[config.mk]
export PLATFORM = sky130hd
export DESIGN_NAME = register_bank_mp
export DESIGN_NICKNAME = d
export VERILOG_FILES = /design/src/rtl/register_bank_mp.sv
export SDC_FILE = /design/constraint.sdc
export NUM_CORES = 1
export LEC_CHECK = 0
export CAP_MARGIN = 5
export CORE_ASPECT_RATIO = 0.7
export CORE_UTILIZATION = 52
export CTS_BUF_LIST = sky130_fd_sc_hd__clkbuf_2 sky130_fd_sc_hd__clkbuf_4 sky130_fd_sc_hd__clkbuf_8
export DETAILED_ROUTE_END_ITERATION = 8
export GPL_TIMING_DRIVEN = 0
export PLACE_DENSITY_LB_ADDON = 0.12
export RECOVER_POWER = 25
export SETUP_SLACK_MARGIN = 0.4
export SYNTH_ARGS = -nofsm -noshare
export SYNTH_HDL_FRONTEND = slang
export SYNTH_SLANG_ARGS = --single-unit
[constraint.sdc]
create_clock -name Clk -period 1.9 [get_ports Clk]
set_input_delay 0.285 -clock Clk [delete_from_list [all_inputs] [get_ports Clk]]
set_output_delay 0.285 -clock Clk [all_outputs]
set_load 0.05 [all_outputs]
[src/rtl/register_bank_mp.sv]
// register_bank_mp: parametrised register bank with one write port, two
// registered read ports, same-cycle write-to-read bypass, an optional
// hardwired-zero register 0 and a sequencer that zeroes every register
// one per cycle.
module register_bank_mp #(
  parameter int DATA_W   = 16,
  parameter int NREGS    = 8,
  parameter int ADDR_W   = 3,
  parameter bit ZERO_REG = 1'b0
) (
  input  logic              Clk,
  input  logic              Reset_n,
  input  logic              wr_en,
  input  logic [ADDR_W-1:0] wr_addr,
  input  logic [DATA_W-1:0] wr_data,
  input  logic              rd_en_a,
  input  logic [ADDR_W-1:0] rd_addr_a,
  output logic [DATA_W-1:0] rd_data_a,
  input  logic              rd_en_b,
  input  logic [ADDR_W-1:0] rd_addr_b,
  output logic [DATA_W-1:0] rd_data_b,
  input  logic              clr_req,
  output logic              busy
);

  typedef enum logic {IDLE, CLEAR} state_t;

  state_t            state, state_nxt;
  logic [ADDR_W-1:0] cnt, cnt_nxt;
  logic              busy_nxt;
  logic [DATA_W-1:0] regs [NREGS];

  logic wr_eff;
  logic clr_act;
  logic cnt_last;

  // Address lies inside the implemented register range.
  function automatic logic in_range(input logic [ADDR_W-1:0] a);
    return 32'(a) < 32'(NREGS);
  endfunction

  // Address refers to the hardwired-zero register.
  function automatic logic is_zero_reg(input logic [ADDR_W-1:0] a);
    return ZERO_REG && (a == '0);
  endfunction

  // Value a read port captures this edge: the clear write and a real
  // write both bypass, and unimplemented or hardwired addresses give 0.
  function automatic logic [DATA_W-1:0] read_mux(input logic [ADDR_W-1:0] a);
    if (!in_range(a) || is_zero_reg(a)) return '0;
    if (clr_act && (cnt == a))          return '0;
    if (wr_eff && (wr_addr == a))       return wr_data;
    return regs[a];
  endfunction

  // Writes are only honoured while the sweep is idle.
  assign clr_act  = (state == CLEAR);
  assign wr_eff   = wr_en && !clr_act && in_range(wr_addr) && !is_zero_reg(wr_addr);
  assign cnt_last = (32'(cnt) == 32'(NREGS - 1));

  // Clear sequencer next-state: IDLE waits for clr_req, CLEAR walks cnt once.
  always_comb begin
    state_nxt = state;
    cnt_nxt   = cnt;
    case (state)
      IDLE: begin
        if (clr_req) begin
          state_nxt = CLEAR;
          cnt_nxt   = '0;
        end
      end
      CLEAR: begin
        if (cnt_last) begin
          state_nxt = IDLE;
        end else begin
          cnt_nxt = cnt + 1'b1;
        end
      end
      default: begin
        state_nxt = IDLE;
        cnt_nxt   = '0;
      end
    endcase
    busy_nxt = (state_nxt == CLEAR);
  end

  // Clear sequencer state, sweep counter and busy flag.
  always_ff @(posedge Clk or negedge Reset_n) begin
    if (!Reset_n) begin
      state <= IDLE;
      cnt   <= '0;
      busy  <= 1'b0;
    end else begin
      state <= state_nxt;
      cnt   <= cnt_nxt;
      busy  <= busy_nxt;
    end
  end

  // Register storage: the sweep owns the write path while it runs.
  always_ff @(posedge Clk or negedge Reset_n) begin
    if (!Reset_n) begin
      for (int i = 0; i < NREGS; i++) begin
        regs[i] <= '0;
      end
    end else if (clr_act) begin
      regs[cnt] <= '0;
    end else if (wr_eff) begin
      regs[wr_addr] <= wr_data;
    end
  end

  // Registered read ports; each holds its value while its strobe is low.
  always_ff @(posedge Clk or negedge Reset_n) begin
    if (!Reset_n) begin
      rd_data_a <= '0;
      rd_data_b <= '0;
    end else begin
      if (rd_en_a) rd_data_a <= read_mux(rd_addr_a);
      if (rd_en_b) rd_data_b <= read_mux(rd_addr_b);
    end
  end

endmodule
Word level (Yosys, flattened, before mapping)
Cells that the tools add are included.
{ "classes": {"mux": 37, "addsub": 1, "bitwise_logic": 7, "eq_ne": 7, "n_lt_le_gt_ge": 6, "n_reduce_logical": 10} }
{ "op_table": {"columns": ["operator", "count"], "rows": [
  ["two-way mux 128 bit", 2],
  ["two-way mux 16 bit", 14],
  ["AND 128 bit", 1],
  ["bitwise mux 128 bit", 1],
  ["inverter 128 bit", 1],
  ["binary-select mux 16 bit (select 3 bit)", 2],
  ["demux 16 bit (select 3 bit)", 2],
  ["greater-or-equal comparator 4 bit (second input constant)", 4],
  ["inverter 3 -> 4 bit", 4],
  ["equality test 3 bit", 4],
  ["two-way mux 1 bit", 12],
  ["less-than comparator 4 x 1 -> 1 bit (second input constant)", 2],
  ["logical AND 1 bit", 7],
  ["two-way mux 3 bit", 2],
  ["one-hot mux 3 bit (2 select lines)", 1],
  ["inequality test 2 bit (second input constant)", 2],
  ["adder 3 x 1 -> 3 bit (second input constant)", 1],
  ["equality test 3 bit (second input constant)", 1],
  ["one-hot mux 1 bit (2 select lines)", 1],
  ["AND reduction 2 bit", 1],
  ["nonzero test 2 bit", 1],
  ["logical NOT 1 bit", 1],
  ["inverter 1 bit", 1]
]} }
{ "totals": {"regBits": 164, "output_inout_bits": 33, "wordCells": 80, "inputBits": 31} }

Longest topological paths before layout
{ "logic_depth": {"depth_word": 8, "depth_mapped": 7} }

Least setup slack after synthesis
Ideal clock, no wire load.
{ "synth_path": {"kind": "register to register", "from": "register state, in the netlist clr_act", "to": "register rd_data_a[10]", "stages_incl_launch_ff": 7, "t_arrival_ns": 1.927, "synth_period_minus_slack_ns": 2.053, "setup_ns": 0.126, "t_required_ns": 1.774, "setup_slack_ns": -0.153, "path_buffers": 2, "path_cell_list": "dfrtp_1 buf_2 inv_2 nor4_1 nor3_2 clkbuf_1 a221o_1"} }
{ "synth_between": {"elab_chain_len": 8} }
{ "synth_rtl": {"columns": ["item", "line_no", "text"], "rows": [
  ["start: declaration", "28", "state_t state, state_nxt;"],
  ["start signal: assignment", "94", "state <= state_nxt;"],
  ["logical NOT 1 bit", "58", "assign wr_eff = wr_en && !clr_act && in_range(wr_addr) && !is_zero_reg(wr_addr);"],
  ["logical AND 1 bit", "58", null],
  ["logical AND 1 bit", "52", "if (wr_eff && (wr_addr == a)) return wr_data;"],
  ["two-way mux 1 bit (2 in series)", "52", null],
  ["two-way mux 1 bit", "119", "if (rd_en_a) rd_data_a <= read_mux(rd_addr_a);"],
  ["two-way mux 16 bit", "53", "return regs[a];"],
  ["two-way mux 16 bit (*)", "52", null],
  ["end signal: assignment", "119", null],
  ["end: declaration", "18", "output logic [DATA_W-1:0] rd_data_a,"]
]} }
Every way passes the cells marked *; elsewhere a longest branch is shown, timed or not. The select of a mux whose other input is x is not followed.
A chain may end at the register's enable or synchronous reset.

Worst setup path after layout
{ "layout_path": {"from": "input port wr_addr[0]", "to": "register regs[119] in the netlist's numbering"} }
{ "layout_between": {"elab_chain_len": 8} }
{ "layout_rtl": {"columns": ["item", "line_no", "text"], "rows": [
  ["start: declaration", "14", "input logic [ADDR_W-1:0] wr_addr,"],
  ["inverter 3 -> 4 bit (implied by the code) (*)", "109", "regs[wr_addr] <= wr_data;"],
  ["greater-or-equal comparator 4 bit (implied by the code) or less-than comparator 4 x 1 -> 1 bit (tied branches)", "109", null],
  ["logical AND 1 bit (implied by the code)", "109", null],
  ["two-way mux 16 bit (implied by the code)", "109", null],
  ["demux 16 bit (select 3 bit) (*)", "109", null],
  ["bitwise mux 128 bit (*)", "109", null],
  ["two-way mux 128 bit (*)", "108", "end else if (wr_eff) begin"],
  ["two-way mux 128 bit (*)", "106", "end else if (clr_act) begin"],
  ["end signal: indexed assignment", "109", null],
  ["end: declaration", "31", "logic [DATA_W-1:0] regs [NREGS];"]
]} }
Marks and branches as above.

==> impl_metrics.json <==
{
  "fill_cells": 1101,
  "crit_path_max_fanout": 8,
  "largest_net_degree_at_the_start_of_global_routing": 113,
  "drtPass1Iterations": 6,
  "design.die.area_um2": 17000,
  "slew_headroom_pct": 53.6,
  "stdcell_area_um2": 10600,
  "synth-seq-cells": 164,
  "floorplan.initialDensity_pct": 54.2,
  "routed_wl_mm": 26.9,
  "seq_area_frac_synth_pct": 48.0,
  "post-route-period-util_pct": 98.2,
  "cts_h_tree_depth": 4,
  "global_route.overflow_total": 0,
  "core-area_um2": 15800,
  "fin_tns_setup_ns": 0,
  "drv_slew": 0,
  "yosys.cell_types.count": 39,
  "critical_path_arrival_ns": 2.22,
  "place.gp.congestion": 0.893,
  "yosysMostFrequentCell": "sky130_fd_sc_hd__dfrtp_1",
  "maxCapViolations": 0,
  "synthTopCellsByArea": "sky130_fd_sc_hd__dfrtp_1, sky130_fd_sc_hd__a22o_1, sky130_fd_sc_hd__mux4_2",
  "postSynth.topFlopCell": "sky130_fd_sc_hd__dfrtp_1",
  "max_freq_ghz": 0.536,
  "vias": 6479,
  "ff_latch_area_um2": 4110,
  "insertion_delay_ns": 0.47,
  "synthCells": 585,
  "grt_antenna_before_repair": 2,
  "ios": 64,
  "ys_async_sr_fraction_pct": 100,
  "hold-worst-slack_ns": 0.303,
  "layout.nets": 739,
  "ys.warnings.count": 0,
  "criticalPathCategory": "in -> reg",
  "grt_setup_unrepaired": "yes",
  "cp-end-kind": "flip-flop",
  "critPathLaunchType": "input pin",
  "clk_pin_slew_worst_setup_hold_paths_ns": 0.09,
  "postSynthNetCount": 618,
  "final.setup_skew_ns": 0.0138,
  "hold_path.class": "in -> reg",
  "p_total_mw": 13.4,
  "clockRootBuffer": "sky130_fd_sc_hd__clkbuf_8",
  "first_global_vias": 6419,
  "core.rowCount": 38,
  "synth_top_cell_area_share_pct": 48.0,
  "mean_instance_size_in_the_synthesized_netlist_um2": 14.6,
  "detailedPlacementHpwl_mm": 17.1,
  "clk_path_buf_depth": 2,
  "drt_initial_violations": 654,
  "layout-drive-gt1-share_pct": 40.3,
  "cts_buffers": 17,
  "tritoncts": "done",
  "synth_top_area_cell": "sky130_fd_sc_hd__dfrtp_1",
  "netlist_area_um2": 8550,
  "buffer_ports.inserted": 39,
  "die-width_um": 155,
  "edff_count_synth": 0,
  "num_antenna_cells": 0,
  "finalCoreUtilization_pct": 66.9,
  "track_usage_pct": 33.4,
  "result_of_the_run": "completed",
  "report.final.setup_viol": 0,
  "vdd_ir_drop_max_v": 0.000630,
  "wire_per_inst_um": 28.6,
  "power_leakage_nw": 4.95,
  "hold_viol_final": 0,
  "placed_cell_area_um2": 9420,
  "area_of_the_multi_input_gates_um2": 4300,
  "cts.sink_count": 164,
  "worst-slew-pin-transition_ns": 0.696,
  "final.min_clock_period_ns": 1.87,
  "power_per_cell_area_nw_per_um2": 1260,
  "vias_per_cell": 6.90,
  "die_height_um": 109,
  "grt_pass1_wl_mm": 40.2,
  "post_synth_most_frequent_cells": "sky130_fd_sc_hd__dfrtp_1, sky130_fd_sc_hd__a22o_1, sky130_fd_sc_hd__mux4_2",
  "layout-area-overhead-vs-synth_pct": 23.6,
  "worst-endpoint-required_ns": 2.25,
  "post_route_antenna_net_violation_count": 0,
  "drc_errors": 0
}
==> placed cells by master, fill, tap and decap left out, types with 10 or more instances in the layout <==
cell / n
sky130_fd_sc_hd__buf_2: 38
sky130_fd_sc_hd__clkbuf_1: 11
sky130_fd_sc_hd__and2_1: 30
sky130_fd_sc_hd__buf_6: 38
sky130_fd_sc_hd__mux4_2: 50
sky130_fd_sc_hd__a221o_1: 30
sky130_fd_sc_hd__clkbuf_8: 24
sky130_fd_sc_hd__mux2_4: 12
sky130_fd_sc_hd__mux4_1: 14
sky130_fd_sc_hd__buf_4: 36
sky130_fd_sc_hd__buf_8: 10
sky130_fd_sc_hd__a22o_1: 130
sky130_fd_sc_hd__mux2_2: 18
sky130_fd_sc_hd__dfrtp_1: 163
==> routing by layer <==
| metal | wire (um) | vias to the layer above | global-route usage [%] |
|---|---|---|---|
| met2 | 11300 | 475 | 46.6 |
| li1 | - | 2595 | - |
| met5 | 13 | - | 0 |
| met1 | 11200 | 3331 | 48.7 |
| met4 | 628 | 2 | 9.80 |
| met3 | 3760 | 76 | 12.4 |
==> worst max-delay path, stage by stage <==
cell and delay, ns:
sky130_fd_sc_hd__clkdlybuf4s50_1 0.57, sky130_fd_sc_hd__or3b_4 0.47, sky130_fd_sc_hd__buf_8 0.15, sky130_fd_sc_hd__nor3_4 0.18, sky130_fd_sc_hd__buf_6 0.15, sky130_fd_sc_hd__a21oi_4 0.06
sky130_fd_sc_hd__buf_6 0.17, sky130_fd_sc_hd__a22o_1 0.18
==> registers in the layout (all words and copies together) (netlist names) <==
signal / count
clr_act: 1
cnt: 3
rd_data_a: 16
rd_data_b: 16
regs: 128
==> what timing repair did <==
item	4_1_cts	5_1_grt
hold endpoints to repair	52	0
setup endpoints to repair	193	168
gates resized for setup	231	36
buffers inserted	42	8
gates cloned	10	1
hold buffers	1	0
pin swaps	19	13
==> through the flow <==
step                cells  setup slack (ns)
CTS                   930            0.0965
global placement      844             -6.49
global route          939           0.00601
finish                939            0.0333
detailed placement    845            -0.646
floorplan             585            0.0505
==> final cells by class <==
class,instances,area share [%]
buffer,65,5.92
clock buffer,18,2.29
clock inverter,14,1.43
inverter,3,0.130
multi-input combinational,353,40.6
sequential,164,38.8
tap,220,2.60
timing repair buffer,102,8.13
==> where the power goes <==
group          internal, mW  switching (mW)
sequential             4.36           0.694
clock                  1.20            1.39
combinational          2.65            3.08
total                  8.21            5.16
==> worst paths after layout <==
| path | depth (start not counted) | slack (ns) | start | to |
|---|---|---|---|---|
| max | 8 | 0.03 | wr_addr[0] | regs[119] |
| min | 3 | 0.30 | rd_addr_a[0] | rd_data_a[0] |
| max reg2reg | 7 | 0.04 | clr_act | regs[119] |
| min reg2reg | 1 | 0.51 | rd_data_b[6] | rd_data_b[6] |
| max in group asynchronous | 3 | 0.69 | Reset_n | regs[110] |
| min in group asynchronous | 2 | 0.33 | Reset_n | cnt[0] |
==> cells by family (layout without fill, tap and decap cells) <==
family	Yosys count	after routing	synth area share, %
simple gates	68	68	5.38
mux	96	96	21.8
compound gates	174	174	18.1
fa+ha+maj	2	2	0.293
flops	164	164	48.0
xor+xnor	13	13	1.33
buf+inv	68	202	5.06
No activity file was read; power rests on OpenSTA's default activity.
